<file path="config.mk">
export PLATFORM = sky130hd
export DESIGN_NAME = ysyx_25020037_lsu
export DESIGN_NICKNAME = d
export VERILOG_FILES = /design/src/rtl/ysyx_25020037_lsu_pkg.sv /design/src/rtl/ysyx_25020037_lsu_align.sv /design/src/rtl/ysyx_25020037_lsu.sv
export SDC_FILE = /design/constraint.sdc
export NUM_CORES = 1
export LEC_CHECK = 0
export ABC_AREA = 1
export BUFFER_PORTS_ARGS = -buffer_cell sky130_fd_sc_hd__buf_4
export CORE_MARGIN = 2
export CORE_UTILIZATION = 30
export CTS_BUF_LIST = sky130_fd_sc_hd__clkbuf_2
export CTS_CLUSTER_DIAMETER = 120
export DETAILED_ROUTE_END_ITERATION = 8
export GPL_TIMING_DRIVEN = 0
export SLEW_MARGIN = 20
export SYNTH_ARGS = -nofsm -noshare
export SYNTH_HDL_FRONTEND = slang
export SYNTH_SLANG_ARGS = --single-unit
export TNS_END_PERCENT = 5
</file>
<file path="constraint.sdc">
create_clock -name clk -period 17.5 [get_ports clk]
set_input_delay 3.5 -clock clk [delete_from_list [all_inputs] [get_ports clk]]
set_output_delay 3.5 -clock clk [all_outputs]
set_load 0.01 [all_outputs]
</file>
<file path="src/rtl/ysyx_25020037_lsu_pkg.sv">
// Shared definitions for the load/store unit: FSM states, funct3 codes,
// AXI response codes, bus widths and the alignment check.
package ysyx_25020037_lsu_pkg;

  localparam int PASS_WD         = 96;
  localparam int LU_TO_WU_BUS_WD = PASS_WD + 64;

  typedef enum logic [2:0] {
    S_IDLE,
    S_RD_AR,
    S_RD_R,
    S_WR_AWW,
    S_WR_B,
    S_DONE
  } state_t;

  localparam logic [2:0] OP_B  = 3'b000;
  localparam logic [2:0] OP_H  = 3'b001;
  localparam logic [2:0] OP_W  = 3'b010;
  localparam logic [2:0] OP_BU = 3'b100;
  localparam logic [2:0] OP_HU = 3'b101;

  localparam logic [1:0] RESP_OKAY   = 2'b00;
  localparam logic [1:0] RESP_SLVERR = 2'b10;

  // op[1] marks a word access, op[0] a halfword; bytes never fault
  function automatic logic misaligned(input logic [2:0] op,
                                      input logic [1:0] lo);
    if (op[1])
      return lo != 2'b00;
    else if (op[0])
      return lo[0];
    else
      return 1'b0;
  endfunction

endpackage

</file>
<file path="src/rtl/ysyx_25020037_lsu_align.sv">
// Byte-lane steering: store data/strobe placement and load lane
// selection with sign or zero extension.
module ysyx_25020037_lsu_align
  import ysyx_25020037_lsu_pkg::*;
(
  input  logic [2:0]  op,
  input  logic [1:0]  lo,
  input  logic [31:0] wdata,
  input  logic [31:0] rdata,
  output logic [31:0] lane_wdata,
  output logic [3:0]  wstrb,
  output logic [31:0] ldata
);

  logic [31:0] rsh;
  logic [7:0]  byte_v;
  logic [15:0] half_v;

  always_comb begin
    rsh    = rdata >> {lo, 3'b000};
    byte_v = rsh[7:0];
    half_v = lo[1] ? rdata[31:16] : rdata[15:0];
    unique case (op)
      OP_B:    ldata = {{24{byte_v[7]}}, byte_v};
      OP_BU:   ldata = {24'h0, byte_v};
      OP_H:    ldata = {{16{half_v[15]}}, half_v};
      OP_HU:   ldata = {16'h0, half_v};
      default: ldata = rdata;
    endcase
  end

  always_comb begin
    if (op[1]) begin
      wstrb      = 4'b1111;
      lane_wdata = wdata;
    end else if (op[0]) begin
      wstrb      = 4'b0011 << {lo[1], 1'b0};
      lane_wdata = {16'h0, wdata[15:0]} << {lo[1], 4'b0000};
    end else begin
      wstrb      = 4'b0001 << lo;
      lane_wdata = {24'h0, wdata[7:0]} << {lo, 3'b000};
    end
  end

endmodule

</file>
<file path="src/rtl/ysyx_25020037_lsu.sv">
// Load/store unit between EXU and WBU: one AXI4-Lite data access per
// instruction, one-cycle lsu_valid pulse with a held result bus.
module ysyx_25020037_lsu
  import ysyx_25020037_lsu_pkg::*;
#(
  parameter int PASS_WD = ysyx_25020037_lsu_pkg::PASS_WD
) (
  input  logic                 clk,
  input  logic                 rst,
  input  logic                 exu_valid,
  output logic                 lsu_ready,
  input  logic [PASS_WD-1:0]   pass_bus,
  input  logic                 mem_ren,
  input  logic                 mem_wen,
  input  logic [2:0]           mem_op,
  input  logic [31:0]          addr,
  input  logic [31:0]          wdata,
  output logic                 lsu_valid,
  output logic                 lsu_fault,
  output logic [PASS_WD+63:0]  lu_to_wu_bus,
  output logic [31:0]          m_araddr,
  output logic                 m_arvalid,
  input  logic                 m_arready,
  input  logic [31:0]          m_rdata,
  input  logic [1:0]           m_rresp,
  input  logic                 m_rvalid,
  output logic                 m_rready,
  output logic [31:0]          m_awaddr,
  output logic                 m_awvalid,
  input  logic                 m_awready,
  output logic [31:0]          m_wdata,
  output logic [3:0]           m_wstrb,
  output logic                 m_wvalid,
  input  logic                 m_wready,
  input  logic [1:0]           m_bresp,
  input  logic                 m_bvalid,
  output logic                 m_bready
);

  state_t             state;
  logic [2:0]         op_q;
  logic [31:0]        addr_q;
  logic [31:0]        wdata_q;
  logic [31:0]        rdata_q;
  logic [PASS_WD-1:0] pass_q;
  logic               fault_q;
  logic [31:0]        ldata;

  ysyx_25020037_lsu_align u_align (
    .op         (op_q),
    .lo         (addr_q[1:0]),
    .wdata      (wdata_q),
    .rdata      (m_rdata),
    .lane_wdata (m_wdata),
    .wstrb      (m_wstrb),
    .ldata      (ldata)
  );

  // address/data are driven from captured regs, so stable while valid
  assign m_araddr  = {addr_q[31:2], 2'b00};
  assign m_awaddr  = addr_q;
  assign lsu_ready = (state == S_IDLE) && !rst;

  always_ff @(posedge clk or posedge rst) begin
    if (rst) begin
      state        <= S_IDLE;
      op_q         <= '0;
      addr_q       <= '0;
      wdata_q      <= '0;
      rdata_q      <= '0;
      pass_q       <= '0;
      fault_q      <= 1'b0;
      m_arvalid    <= 1'b0;
      m_rready     <= 1'b0;
      m_awvalid    <= 1'b0;
      m_wvalid     <= 1'b0;
      m_bready     <= 1'b0;
      lsu_valid    <= 1'b0;
      lsu_fault    <= 1'b0;
      lu_to_wu_bus <= '0;
    end else begin
      lsu_valid <= 1'b0;
      unique case (state)
        S_IDLE: if (exu_valid) begin
          op_q    <= mem_op;
          addr_q  <= addr;
          wdata_q <= wdata;
          pass_q  <= pass_bus;
          rdata_q <= '0;
          fault_q <= 1'b0;
          if ((mem_ren || mem_wen) && misaligned(mem_op, addr[1:0])) begin
            fault_q <= 1'b1;
            state   <= S_DONE;
          end else if (mem_ren) begin
            m_arvalid <= 1'b1;
            state     <= S_RD_AR;
          end else if (mem_wen) begin
            m_awvalid <= 1'b1;
            m_wvalid  <= 1'b1;
            state     <= S_WR_AWW;
          end else begin
            state <= S_DONE;
          end
        end
        S_RD_AR: if (m_arready) begin
          m_arvalid <= 1'b0;
          m_rready  <= 1'b1;
          state     <= S_RD_R;
        end
        S_RD_R: if (m_rvalid) begin
          m_rready <= 1'b0;
          rdata_q  <= ldata;
          fault_q  <= m_rresp != RESP_OKAY;
          state    <= S_DONE;
        end
        S_WR_AWW: begin
          if (m_awready) m_awvalid <= 1'b0;
          if (m_wready)  m_wvalid  <= 1'b0;
          if ((!m_awvalid || m_awready) && (!m_wvalid || m_wready)) begin
            m_bready <= 1'b1;
            state    <= S_WR_B;
          end
        end
        S_WR_B: if (m_bvalid) begin
          m_bready <= 1'b0;
          fault_q  <= m_bresp != RESP_OKAY;
          state    <= S_DONE;
        end
        S_DONE: begin
          lsu_valid    <= 1'b1;
          lsu_fault    <= fault_q;
          lu_to_wu_bus <= {pass_q, addr_q, rdata_q};
          state        <= S_IDLE;
        end
        default: state <= S_IDLE;
      endcase
    end
  end

endmodule

</file>
**Word level (Yosys, flattened, before mapping)**

Index checks and enable logic that the tools add are counted.

- Bits in registers: 366

- Equal/unequal tests: 19
- Shift-type cells: 5
- Muxes and demuxes: 47
- Reductions and logical operators: 29

Operators by type and width:

| cell | count |
|---|---|
| $mux 32 | 4 |
| $pmux 32 s4 | 1 |
| $pmux 32 s2 | 1 |
| $shl 16x5->32 | 1 |
| $shl 8x5->32 | 1 |
| $shr 32x5->8 | 1 |
| $mux 3 | 8 |
| $mux 1 | 23 |
| $ne 2x2->1 const B | 11 |
| $mux 16 | 1 |
| $reduce_bool 2->1 | 8 |
| $pmux 3 s5 | 1 |
| $eq 3x3->1 const B | 4 |
| $reduce_and 6->1 | 2 |
| $pmux 1 s2 | 5 |
| $reduce_and 5->1 | 2 |
| $reduce_and 3->1 | 3 |
| $mux 4 | 2 |
| $eq 3x1->1 const B | 2 |
| $eq 3x2->1 const B | 2 |
| $logic_not 3->1 | 2 |
| $reduce_and 4->1 | 1 |
| $shl 1x2->4 const A | 1 |
| $shl 2x2->4 const A | 1 |
| 6 further kinds | 12 |

**Logic depth before layout (Yosys ltp)**

Gate-level depths: netlist of the first run.

- Word-level depth: 8
- Gate-level depth with buffers: 11

**Cells and area by module**

Synthesis of the first run repeated with hierarchy kept, for this count alone.

- Cell total of the unflattened synthesis: 1767
- Area, all modules: 15474.8 um^2

By module, submodules not included:

| module | instances | cells each | area each (um^2) | seq. area each (um^2) |
|---|---|---|---|---|
| ysyx_25020037_lsu | 1 | 1524 | 14285.0 | 9158.8 |
| ysyx_25020037_lsu_align | 1 | 243 | 1189.9 | 0.0 |

**Worst setup path before layout of the first run**

No wires, ideal clock.

- Path type: input -> output
- Start point: in rst
- End point: out lsu_ready
- Data arrival time: 3669 ps
- Data required time: 14000 ps
- Setup slack: 10331 ps
- Stages: 1
- Path through: nor2_1

- Word-level cells in the longest chain between the ends: 2

Ends and longest elaborated chain:

| element | line | source |
|---|---|---|
| from (decl) | ysyx_25020037_lsu.sv:9 | `input logic rst,` |
| $logic_not 1->1 (no line) | - |  |
| $logic_and 1x1->1 | ysyx_25020037_lsu.sv:62 | `assign lsu_ready = (state == S_IDLE) && !rst;` |
| to (decl) | ysyx_25020037_lsu.sv:11 | `output logic lsu_ready,` |

Every way passes these cells.

**Worst setup path in the final report of the first run**

Same ends and word-level chain as after synthesis.

==> impl_metrics.ini, run 1 <==
[logic_synthesis]
synth-edff-count = 0
yosys_warnings = 0
yosysSeqAreaShare = 0.599
ys.flop_type = dfrtp_1
avgSynthCellArea_um2 = 8.61
synth_seq_cells = 366
synth_area_um2 = 15300
async_flop_share = 1.00
netlist_instances = 1776
ys_types = 28

[drt]
num_vias = 14000
vias_per_cell = 4.53
drt-wirelength-per-cell_um = 17.3
dr.first_iter.drc_count = 786
wl_um = 53800
ant_nets = 0
drt_first_pass_iters = 5
drc = 0

[layout]
nNetsFinal = 2564
layout_common_cells = 611 x nand2_1, 528 x buf_4, 366 x dfrtp_1
final_common_cell = nand2_1
fillers = 5237
drive_above_1_share = 0.308
final_area_um2 = 20700
area_growth_pct = 35.3

[worst_setup_path]
crit_arrival_ns = 3.87
crit_path_frequent_cell = buf_4
r2r-start = state[0]
slowest_delay_ns = 0.14
critical_path_class = in -> out
crit_buf_inv = 2
endpoint = lsu_ready
critPathRequiredTime_ns = 14.00
r2r_end = lu_to_wu_bus[34]
crit_slowest_cell = buf_4
reg2reg_depth = 8
cp_max_fo = 2
crit_family = buffers and inverters
r2r_slack_ns = 15.17
cp-end-kind = primary output
path_depth = 3
critPathLaunchType = primary input
crit_chain = buf_4 -> nor2_1 -> buf_4
startpoint = rst

[placed_design]
port_buffers = 474
globalplace.congestion = 0.891
placed_area_um2 = 19800
hpwl_um = 40000

[die]
io_pins = 477
core_area_um2 = 50300
die_x_um = 230
start_util = 0.304
rows = 82
die_h_um = 230
die_area_um2 = 52800

[clocking]
clk_latency_ns = 1.13
clockBufferDepth = 3
cts_made_buffers = 99
cts-resized-gates = 0
cts_tree = yes
clk_pin_slew_ns = 0.09
hold_buffers = 0
cts-root-buf = clkbuf_2
cts_setup_buffers = 0
cts.sinks = 366
htree_levels = 3

[grt]
antenna_found_initial = 3
grt_usage = 0.203
gr-usage-met1 = 0.260
top_usage_layer = met2
grt_overflow_total = 0
met2_usage = 0.331
met3_usage = 0.0551
grt_max_degree = 99
grt_pass1_vias = 14200
grt_pass1_wl_um = 82500

[hold_path]
hp-class = reg -> reg

[sta]
rsz0062_at_grt = no
slew_viol_final = 0
holdWs_ns = 0.469
skew_ns = 0.0767
post-route-period-util = 0.421
fin_tns_setup_ns = 0
relSlewSlack = 0.515
setup-violations-final = 0
tightest_slew_ns = 0.722
fin_crit_ns = 7.37
hold_violations = 0
fmax_ghz = 0.136

[run_status]
status = completed

[pwr]
power.density_nw_per_um2 = 181
leakage_nw = 11.1
ir_drop_mv = 0.0821
total_power_mw = 3.74

[job]
maxCapViolCount = 0
## power breakdown
group | leakage, nW | switching, mW | internal, mW
Sequential | 4.66 | 0.192 | 1.22
Combinational | 5.81 | 1.01 | 0.708
Clock | 0.680 | 0.364 | 0.253
Total | 11.1 | 1.57 | 2.18
## logic make-up (layout without fill, tap and decap cells)
family                 count (synthesis)  after routing  synth area share
other                                  1              8          0.000245
AOI/OAI and AO/OA                    342            342             0.115
buffers and inverters                329            973            0.0989
DFF                                  366            366             0.599
and+or+nand+nor                      738            738             0.186
## metal layers
layer,up-vias,share of wire
met5,-,0.00024
met4,2,0.025
met3,95,0.073
met2,505,0.47
met1,6734,0.43
li1,6704,-
## cells in the mapped netlist, types with 5 or more instances
| library cell | count | share of area |
|---|---|---|
| buf_2 | 39 | 0.013 |
| buf_4 | 54 | 0.027 |
| clkbuf_1 | 21 | 0.0052 |
| dfrtp_1 | 366 | 0.60 |
| inv_1 | 200 | 0.049 |
| inv_2 | 5 | 0.0012 |
| nand2_1 | 611 | 0.15 |
| nand3_1 | 12 | 0.0039 |
| nor2_1 | 101 | 0.025 |
| o21ai_0 | 192 | 0.063 |
| o21ai_1 | 121 | 0.040 |
| o22ai_1 | 16 | 0.0065 |
| o32ai_1 | 8 | 0.0046 |
## worst reg2reg max path, cell delays in order (launching register included)
cell and delay [ns]:
dfrtp_1 0.34, buf_4 0.18, inv_2 0.08, nor3_4 0.43, inv_2 0.31, buf_2 0.37
buf_2 0.33, nand2_1 0.11, o21ai_1 0.06
## final cells by class
cell class / count / area (um2) / area share
multi-input combinational: 1082 / 4620 / 0.223
buffer: 123 / 738 / 0.0357
timing repair buffer: 477 / 3640 / 0.176
tap: 672 / 841 / 0.0407
sequential: 366 / 9160 / 0.443
inverter: 206 / 781 / 0.0378
clock inverter: 20 / 148 / 0.00714
clock buffer: 147 / 736 / 0.0356
antenna: 6 / 15.0 / 0.000726
## metrics by stage
step	worst slack, ns	util	std cells
finish	10.13	0.411	3099
global placement	-0.216	0.392	2923
detailed placement	10.13	0.393	2926
global route	10.09	0.411	3098
floorplan	3.84	-	1777
CTS	10.13	0.411	3093
## how the worst min path moves through the flow
stage,startpoint,end,slack [ns],depth (start not counted)
after floorplan,rdata_q[10],rdata_q[10],0.44,2
after CTS,pass_q[43],lu_to_wu_bus[107],0.47,2
after global placement,lu_to_wu_bus[7],lu_to_wu_bus[7],0.46,2
after global routing,pass_q[43],lu_to_wu_bus[107],0.49,2
final,pass_q[43],lu_to_wu_bus[107],0.47,2
after detailed placement,lu_to_wu_bus[25],lu_to_wu_bus[25],0.46,2
## state kept, by name, summed over array words and instances (netlist names)
| signal | flops |
|---|---|
| rdata_q | 32 |
| state | 3 |
| op_q | 3 |
| m_awvalid | 1 |
| pass_q | 96 |
| lsu_valid | 1 |
| lu_to_wu_bus | 160 |
| m_arvalid | 1 |
| lsu_fault | 1 |
| fault_q | 1 |
| m_rready | 1 |
| m_wvalid | 1 |
| m_bready | 1 |
| m_awaddr | 32 |
| wdata_q | 32 |
No activity file was read; power rests on OpenSTA's default activity.
==> run 2, diff against run 1 <==
==> constraint.sdc (replaced) <==
create_clock -name clk -period 7.7 [get_ports clk]
set_input_delay 1.54 -clock clk [delete_from_list [all_inputs] [get_ports clk]]
set_output_delay 1.54 -clock clk [all_outputs]
set_load 0.01 [all_outputs]
==> impl_metrics.ini, run 2 (same netlist as run 1, synthesis figures left out) <==
[drt]
dr.first_iter.drc_count = 747
vias_per_cell = 4.52
drt_first_pass_iters = 7
drc = 0
drt-wirelength-per-cell_um = 17.2
ant_nets = 0
num_vias = 14100
wl_um = 53400

[worst_setup_path]
r2r_end = lu_to_wu_bus[36]
critical_path_class = reg -> out
critPathLaunchType = flop
critPathRequiredTime_ns = 6.16
r2r-start = state[1]
startpoint = op_q[1]
r2r_slack_ns = 5.34
reg2reg_depth = 7
crit_chain = clkbuf_2 -> nor2_1 -> nand2_1 -> clkbuf_1 -> o32ai_1 -> buf_4
crit_arrival_ns = 3.29
crit_slowest_cell = o32ai_1
cp_max_fo = 10
cp-end-kind = primary output
slowest_delay_ns = 0.53

[sta]
rsz0062_at_grt = no
setup_slack_ns = 2.87
relSlewSlack = 0.494
fin_crit_ns = 4.83
skew_ns = 0.0670
tightest_slew_ns = 0.757
fin_tns_setup_ns = 0
slew_viol_final = 0
post-route-period-util = 0.627
setup-violations-final = 0
fmax_ghz = 0.207
hold_violations = 0

[grt]
grt_max_degree = 36
met3_usage = 0.0567
grt_pass1_wl_um = 82600
met2_usage = 0.326
grt_overflow_total = 0
gr-usage-met1 = 0.259
antenna_found_initial = 1
grt_usage = 0.201
grt_pass1_vias = 14500
top_usage_layer = met2

[layout]
fillers = 5176
drive_above_1_share = 0.313
layout_common_cells = 611 x nand2_1, 528 x buf_4, 366 x dfrtp_1
final_common_cell = nand2_1
nNetsFinal = 2574
regMostFlops = lu_to_wu_bus
largestRegisters = lu_to_wu_bus: 160 flops, pass_q: 96 flops
largest_reg_flops = 160
post-route-util = 0.416
layout.cells.non_filler = 3113
area_growth_pct = 36.7

[die]
rows = 82
die_area_um2 = 52800
io_pins = 477
core_area_um2 = 50300
start_util = 0.304
die_h_um = 230
die_x_um = 230

[clocking]
clockBufferDepth = 3
htree_levels = 3
hold_buffers = 0
clk_latency_ns = 1.07
cts_setup_buffers = 0
cts_tree = yes
cts_made_buffers = 100
cts.sinks = 366
cts-resized-gates = 0
clk_pin_slew_ns = 0.10
cts-root-buf = clkbuf_2

[placed_design]
dp_slack_ns = 4.04
hpwl_um = 40500
globalplace.congestion = 0.893
port_buffers = 474
placedCellCount = 2935

[hold_path]
hp-class = reg -> reg
min_path_cells = 2
hold_path_end = lu_to_wu_bus[9]
hp-start = rdata_q[9]

[run_status]
status = completed

[job]
maxCapViolCount = 0

[pwr]
ir_drop_mv = 0.225
total_power_mw = 8.55
power.density_nw_per_um2 = 409
leakage_nw = 11.3
==> run 2: changes by cell type in the layout (fill, tap and decap cells not counted), moves of 2 or more <==
cell	before	now
clkinv_2	1	4
clkbuf_2	149	153
buf_16	3	1
inv_6	3	1
diode_2	6	3
buf_12	0	11
clkinvlp_4	1	3
==> run 2: worst max path at each step <==
stage / slack [ns] / end / depth (start not counted)
after floorplan: 1.25 / fault_q / 1
after global placement: -0.86 / lu_to_wu_bus[99] / 2
after detailed placement: 4.04 / m_wdata[8] / 6
after CTS: 2.75 / m_wdata[8] / 6
after global routing: 2.62 / m_wdata[14] / 6
final: 2.87 / m_wdata[8] / 6
==> run 2: cell type report <==
type	instances	area (um2)	area share
Sequential cell	366	9160	0.438
Multi-Input combinational cell	1082	4620	0.221
Timing Repair Buffer	486	3810	0.182
Tap cell	672	841	0.0402
Inverter	206	777	0.0372
Clock buffer	151	756	0.0362
Buffer	123	738	0.0353
Clock inverter	24	191	0.00916
Antenna cell	3	7.51	0.000359
==> run 2: power by group <==
part / internal [mW] / switching [mW] / total [mW]
registers: 2.76 / 0.439 / 3.20
logic: 1.62 / 2.28 / 3.90
clock network: 0.623 / 0.831 / 1.45
==> run 2: worst max-delay path: cells and delay by family, from the launching register on <==
family | cells | cell delay, ns
buffers and inverters | 3 | 0.76
and+or+nand+nor | 2 | 0.55
AOI/OAI and AO/OA | 1 | 0.53
DFF | 1 | 0.38
==> run 2: routing by layer <==
layer	wire length (um)	vias up
li1	-	6731
met1	23000	6711
met2	25200	530
met3	3680	101
met4	1540	0
met5	0	-
==> run 2: metrics by stage <==
| stage | cell area, um2 | hold WS (ns) |
|---|---|---|
| floorplan | 15300 | 0.442 |
| global placement | 19700 | 0.462 |
| detailed placement | 19900 | 0.460 |
| CTS | 20900 | 0.340 |
| global route | 20900 | 0.381 |
| finish | 20900 | 0.470 |
